<file path="config.mk">
export PLATFORM = sky130hd
export DESIGN_NAME = fetch_unit_flat
export DESIGN_NICKNAME = d
export VERILOG_FILES = /design/src/rtl/fetch_unit_if.sv /design/src/rtl/fetch_unit.sv /design/src/flat_wrapper.sv
export SDC_FILE = /design/constraint.sdc
export NUM_CORES = 1
export LEC_CHECK = 0
export CORE_UTILIZATION = 40
export DETAILED_ROUTE_END_ITERATION = 10
export SLEW_MARGIN = 20
export SYNTH_ARGS = -nofsm -noshare
export SYNTH_HDL_FRONTEND = slang
export SYNTH_SLANG_ARGS = --single-unit
</file>
<file path="constraint.sdc">
create_clock -name clock -period 4.6 [get_ports clock]
set_clock_uncertainty 0.2 [all_clocks]
set_input_delay 0.92 -clock clock [delete_from_list [all_inputs] [get_ports clock]]
set_output_delay 0.92 -clock clock [all_outputs]
set_load 0.02 [all_outputs]
</file>
<file path="src/rtl/fetch_unit_if.sv">
// Fetch-unit bus bundle: instruction-memory handshake, decode-side control
// and the head-of-queue outputs.
interface fetch_unit_if;
  logic        imem_req;
  logic [31:0] imem_addr;
  logic        imem_ack;
  logic [31:0] imem_rdata;
  logic        stall;
  logic        redirect;
  logic [31:0] redirect_pc;
  logic [31:0] dataout;
  logic [31:0] pc_out;
  logic        valid;

  modport master (
    output imem_req, imem_addr, dataout, pc_out, valid,
    input  imem_ack, imem_rdata, stall, redirect, redirect_pc
  );

  modport slave (
    input  imem_req, imem_addr, dataout, pc_out, valid,
    output imem_ack, imem_rdata, stall, redirect, redirect_pc
  );
endinterface

</file>
<file path="src/rtl/fetch_unit.sv">
// Instruction fetch unit: single-outstanding memory request, 2-entry
// {instr, pc} queue, redirect flush with in-flight response discard.
module fetch_unit #(
  parameter logic [31:0] RESET_PC = 32'h0000_0000
) (
  input  logic         clock,
  input  logic         reset,
  fetch_unit_if.master bus
);

  typedef enum logic [1:0] {IDLE, WAIT, DROP} state_t;

  state_t      state, state_nx;
  logic [1:0]  count, count_nx;
  logic [1:0]  occ;
  logic        pop, push;
  logic        req_q, req_nx;
  logic [31:0] addr_q, addr_nx;
  logic [31:0] fetch_pc, fetch_pc_nx;
  logic [31:0] head_instr, head_instr_nx, head_pc, head_pc_nx;
  logic [31:0] tail_instr, tail_instr_nx, tail_pc, tail_pc_nx;

  always_comb begin
    pop  = (count != 2'd0) && !bus.stall && !bus.redirect;
    push = (state == WAIT) && bus.imem_ack && !bus.redirect;
    occ  = count - {1'b0, pop};

    state_nx      = state;
    addr_nx       = addr_q;
    fetch_pc_nx   = fetch_pc;
    count_nx      = occ + {1'b0, push};
    head_instr_nx = head_instr;
    head_pc_nx    = head_pc;
    tail_instr_nx = tail_instr;
    tail_pc_nx    = tail_pc;

    if (pop) begin
      head_instr_nx = tail_instr;
      head_pc_nx    = tail_pc;
    end
    // The pushed entry lands behind whatever survives this cycle's pop.
    if (push) begin
      if (occ == 2'd0) begin
        head_instr_nx = bus.imem_rdata;
        head_pc_nx    = addr_q;
      end else begin
        tail_instr_nx = bus.imem_rdata;
        tail_pc_nx    = addr_q;
      end
    end

    case (state)
      IDLE: begin
        if (!bus.redirect && occ < 2'd2) begin
          state_nx = WAIT;
          addr_nx  = fetch_pc;
        end
      end
      WAIT: begin
        if (bus.redirect) begin
          state_nx = bus.imem_ack ? IDLE : DROP;
        end else if (bus.imem_ack) begin
          fetch_pc_nx = addr_q + 32'd4;
          if (occ == 2'd0) addr_nx = addr_q + 32'd4;
          else             state_nx = IDLE;
        end
      end
      DROP: begin
        if (bus.imem_ack) state_nx = IDLE;
      end
      default: state_nx = IDLE;
    endcase

    if (bus.redirect) begin
      count_nx    = 2'd0;
      fetch_pc_nx = bus.redirect_pc & ~32'h3;
    end

    req_nx = (state_nx != IDLE);
  end

  always_ff @(posedge clock or negedge reset) begin
    if (!reset) begin
      state      <= IDLE;
      count      <= 2'd0;
      req_q      <= 1'b0;
      addr_q     <= '0;
      fetch_pc   <= RESET_PC & ~32'h3;
      head_instr <= '0;
      head_pc    <= '0;
      tail_instr <= '0;
      tail_pc    <= '0;
    end else begin
      state      <= state_nx;
      count      <= count_nx;
      req_q      <= req_nx;
      addr_q     <= addr_nx;
      fetch_pc   <= fetch_pc_nx;
      head_instr <= head_instr_nx;
      head_pc    <= head_pc_nx;
      tail_instr <= tail_instr_nx;
      tail_pc    <= tail_pc_nx;
    end
  end

  assign bus.imem_req  = req_q;
  assign bus.imem_addr = addr_q;
  assign bus.valid     = (count != 2'd0);
  assign bus.dataout   = (count != 2'd0) ? head_instr : '0;
  assign bus.pc_out    = (count != 2'd0) ? head_pc : '0;

endmodule

</file>
<file path="src/flat_wrapper.sv">
// flat-port wrapper written by rule: the top's interface ports become plain ports
module fetch_unit_flat 
#(
  parameter logic [31:0] RESET_PC = 32'h0000_0000
)
  (clock, reset, bus_imem_req, bus_imem_addr, bus_dataout, bus_pc_out, bus_valid, bus_imem_ack, bus_imem_rdata, bus_stall, bus_redirect, bus_redirect_pc);
  fetch_unit_if bus_i ();
  input  logic clock;
  input  logic reset;
  output wire logic [$bits(bus_i.imem_req)-1:0] bus_imem_req;
  output wire logic [$bits(bus_i.imem_addr)-1:0] bus_imem_addr;
  output wire logic [$bits(bus_i.dataout)-1:0] bus_dataout;
  output wire logic [$bits(bus_i.pc_out)-1:0] bus_pc_out;
  output wire logic [$bits(bus_i.valid)-1:0] bus_valid;
  input wire logic [$bits(bus_i.imem_ack)-1:0] bus_imem_ack;
  input wire logic [$bits(bus_i.imem_rdata)-1:0] bus_imem_rdata;
  input wire logic [$bits(bus_i.stall)-1:0] bus_stall;
  input wire logic [$bits(bus_i.redirect)-1:0] bus_redirect;
  input wire logic [$bits(bus_i.redirect_pc)-1:0] bus_redirect_pc;
  assign bus_imem_req = bus_i.imem_req;
  assign bus_imem_addr = bus_i.imem_addr;
  assign bus_dataout = bus_i.dataout;
  assign bus_pc_out = bus_i.pc_out;
  assign bus_valid = bus_i.valid;
  assign bus_i.imem_ack = bus_imem_ack;
  assign bus_i.imem_rdata = bus_imem_rdata;
  assign bus_i.stall = bus_stall;
  assign bus_i.redirect = bus_redirect;
  assign bus_i.redirect_pc = bus_redirect_pc;
  fetch_unit #(.RESET_PC(RESET_PC)) u_core (.clock(clock), .reset(reset), .bus(bus_i));
endmodule
</file>
* Word-level counts from Yosys, hierarchy flattened
Cells that the tools add are included.
Storage, ports and cells: flip-flop bits (word level) 197, output and inout bits 98
Cells by class: magnitude comparators 1, reductions and logical operators 17, add/subtract/negate cells 3, bitwise gates (word level) 1, mux-type cells 24, eq/ne operators 6
Operators by type and width (number):
- $mux W32 | 15
- $pmux W32 S2 | 1
- $add A32 B3 Y32 const B | 1
- $mux W2 | 7
- $reduce_bool A2 Y1 | 5
- $ne A2 B2 Y1 const B | 3
- $pmux W2 S3 | 1
- $logic_and A1 B1 Y1 | 5
- $reduce_and A5 Y1 | 1
- $logic_not A2 Y1 | 2
- $reduce_and A2 Y1 | 2
- $add A2 B1 Y2 | 1
- $eq A2 B1 Y1 const B | 1
- $eq A2 B2 Y1 const B | 1
- $logic_not A1 Y1 | 2
- $lt A2 B2 Y1 const B | 1
- $ne A2 B1 Y1 const B | 1
- $sub A2 B1 Y2 | 1
- $not A1 Y1 | 1

* Depth between registers and ports, before layout
depth in word-level cells 10, gate-level depth with buffers 13, gate-level depth less buffers 9

* Worst setup path after synthesis
Ideal clock, no wire load.
kind input-to-reg, start point input bus_redirect, end point register u_core.addr_q[15], in the netlist u_core.bus.imem_addr[15], data required time 4273 ps, cell stages on the path 12, setup slack 1124 ps, path buffers 4, data arrival time 3149 ps, cells stage by stage buf_2 or3_1 clkbuf_1 inv_2 clkbuf_1 ha_1 xor2_1 nor4_1 nor2_1 clkbuf_1 a21oi_1 o2bb2a_1
On the way: cells in the longest elaborated chain, start to end 7, elaborated cells on any way between the ends 10, those cells by class add/sub: 1; order compare: 1; eq/ne: 3; reduce/logical: 5
Ends and longest elaborated chain:
- from (decl) | RTL line flat_wrapper.sv:18 | input wire logic [$bits(bus_i.redirect)-1:0] bus_redirect;
- $logic_not A1 Y1 | RTL line fetch_unit.sv:24, fetch_unit.sv:54
- $logic_and A1 B1 Y1 | RTL line fetch_unit.sv:24 | pop = (count != 2'd0) && !bus.stall && !bus.redirect;
- $sub A2 B1 Y2 | RTL line fetch_unit.sv:26 | occ = count - {1'b0, pop};
- $lt A2 B2 Y1 | RTL line fetch_unit.sv:54 | if (!bus.redirect && occ < 2'd2) begin
- $logic_and A1 B1 Y1 | RTL line fetch_unit.sv:54
- $ne A2 B1 Y1 (no source line)
- $reduce_and A5 Y1 (no source line) *
- to (signal assigned) | RTL line fetch_unit.sv:97 | addr_q <= addr_nx;
- to (decl) | RTL line fetch_unit.sv:18 | logic [31:0] addr_q, addr_nx;
Mark *: on every way between the ends. The rest lies on a longest branch, timed or not. A chain may end at the register's enable or synchronous reset.

* Worst setup path in the final report
start point register u_core.count[1], end point output bus_pc_out[30]
On the way: cells in the longest elaborated chain, start to end 2
Ends and longest elaborated chain:
- from (decl) | RTL line fetch_unit.sv:14 | logic [1:0] count, count_nx;
- from (signal assigned) | RTL line fetch_unit.sv:95 | count <= count_nx;
- $reduce_bool A2 Y1 | RTL line fetch_unit.sv:110 | assign bus.pc_out = (count != 2'd0) ? head_pc : '0;
- $mux W32 | RTL line fetch_unit.sv:110
- to (decl) | RTL line flat_wrapper.sv:13 | output wire logic [$bits(bus_i.pc_out)-1:0] bus_pc_out;
Every way passes these cells.

==> results.ini <==
[outcome]
status=finished clean

[yosys]
synth_cell_types=57
synth_warnings=0
ys_ff_latch=197
synth.top_cell.area_share_pct=51.0
synth_area_leaders=dfrtp_1, mux2_2, nand2_1
synth.avg_cell_area_sq_um=9.69
yosysSeqAreaShare_pct=51.0
synth_edf_count=0
synthesis.area_sq_um=9670
synth_nets=1070
synthFlopType=dfrtp_1
synth_area_leader_cell=dfrtp_1
synth_cells=998
synthArstFlopShare_pct=100

[placed_design]
hpwl_mm=16.8
io_buffers=164
gp_congestion=0.801

[clock_tree]
cts_buffer_depth=2
path_clk_slew_ps=80
clk_latency_ps=430
post-cts-setup-buffers=0
cts_hold_buf=0
cts.repair.resized=0
h-tree-depth=4
tritoncts=done
cts_buffers=17
cts_root_buf=clkbuf_16
clkSinkCount=197

[routing]
via_per_inst=5.40
final_antenna_net_count=0
drc=0
dr.pass1.iters=5
drt_iter0_markers=568
routed_wirelength_mm=26.0
vias=7828
avgRoutedWirePerCell_microns=17.9

[finish]
mostFrequentLayoutCell=dfrtp_1
diodes=0
regArea_sq_um=4930
drive_above_1_share_pct=12.6
layout_common_cells=dfrtp_1, clkdlybuf4s50_1, nand2_1, nor2_1, and2_1
nNetsFinal=1189
area_delta_synth_final_pct=25.2
multi_input_area_sq_um=4340
n_fill_cell=2214

[hold_path]
hp-class=reg2reg
min_from=u_core.fetch_pc[23]
holdPathEnd=u_core.bus.imem_addr[23]
hold_depth=2

[sta]
tightest_slew_ps=951
setup_violations=0
fin_crit_ps=3590
max_freq_mhz=279
tns_ps=0
period_share_pct=78.0
maxSlewHeadroom_pct=36.1
slew_viol_final=0
hold_viol=0
rsz0062_at_grt=false

[pwr]
vdd_drop_max_mv=0.292
power_mw=7.45
power_density_nw_per_um2=615
p_leak_nw=5.25

[die]
fp.dieH_microns=157
io_pins=167
die_width_microns=157
die_area_sq_um=24800
row_count=56
start_util_pct=40.9
core_area_sq_um=23600

[worst_setup_path]
r2r-start=u_core.count[1]
crit_type=reg2out
setup.worst_path.end_class=output port
reg2regPathDepth=9
r2r_end=u_core.bus.imem_addr[2]
crit_required_ps=3480
start_kind=register
crit_fanout=65
reg2reg_slack_ps=1720
worstPathArrival_ps=2470

[grt]
grt_pass1_vias=7452
antenna_found_initial=1
grt_use_total_pct=21.7
grt_pass1_wl_mm=41.5
grt_max_degree=99
grt_overflow=0

[flow_run]
drv_cap=0

area by class of cell:
| type | count | share of cell area (%) |
|---|---|---|
| clock buffers | 18 | 3.55 |
| inverters | 8 | 0.248 |
| clock inverters | 14 | 1.18 |
| multi-input cells | 707 | 35.8 |
| repair buffers | 186 | 15.2 |
| well taps | 319 | 3.30 |
| flip-flops and latches | 197 | 40.7 |
cells by family (layout without fill, tap and decap cells):
kind of cell / count (synthesis) / count (layout) / share of synthesized area (%)
AND/OR/NAND/NOR: 424 / 424 / 21.5
flip-flops: 197 / 197 / 51.0
AO/OA/AOI/OAI: 188 / 188 / 12.7
buffers and inverters: 94 / 226 / 4.36
multiplexers: 74 / 74 / 8.49
XOR/XNOR: 18 / 18 / 1.63
adder cells (fa/ha/maj): 3 / 3 / 0.388
power breakdown:
group	internal (mW)	total, mW	switching, mW	leakage, nW
combinational	1.36	2.84	1.48	2.55
clock	0.765	1.48	0.713	0.276
sequential	2.45	3.13	0.679	2.42
registers in the layout (all words and copies together) (netlist names):
signal                cells
u_core.bus.imem_req       1
u_core.head_instr        32
u_core.bus.imem_addr     32
u_core.tail_instr        32
u_core.state              2
u_core.count              2
u_core.tail_pc           32
u_core.head_pc           32
u_core.fetch_pc          32
critical path, stage by stage (launching register included):
cell,delay [ps]
dfrtp_1,390
nor2_1,80
inv_2,670
and2_1,230
clkdlybuf4s50_1,660
metrics by stage:
stage	setup slack, ps	util (%)	area [sq um]	cells	hold slack, ps
after CTS	941	51.3	12100	1449	300
after detailed placement	770	48.8	11500	1417	283
after global routing	842	51.3	12100	1449	317
after global placement	777	48.8	11500	1417	261
final	1010	51.3	12100	1449	299
after floorplan	1120	-	9670	998	250
synth_stat cells (all sizes together) (6+ instances only):
library cell,instances
nand3,33
dfrtp,197
buf,51
a22oi,31
and2,70
xnor2,11
nand2,157
mux2i,10
clkbuf,35
nor3,8
xor2,7
and3,12
or2,6
a31oi,65
nand4,12
a21oi,24
inv,8
mux2,64
nor2,92
o21ai,35
or3,9
how the worst max path moves through the flow:
stage,start,to,slack [ps]
floorplan,bus_redirect,u_core.bus.imem_addr[15],1120
global placement,bus_redirect,u_core.bus.imem_addr[2],780
detailed placement,bus_redirect,u_core.bus.imem_addr[2],770
CTS,u_core.count[1],bus_pc_out[30],940
global route,u_core.count[1],bus_pc_out[17],840
finish,u_core.count[1],bus_pc_out[30],1010
per-layer routing:
metal / vias to the layer above / part of all wire (%) / GRT usage, %
met5: - / 0.050 / 0
met4: 2 / 0.94 / 5.09
met3: 22 / 5.6 / 4.02
met2: 254 / 46 / 34.1
met1: 3833 / 48 / 30.8
li1: 3717 / - / -
No activity file was read; power rests on OpenSTA's default activity.
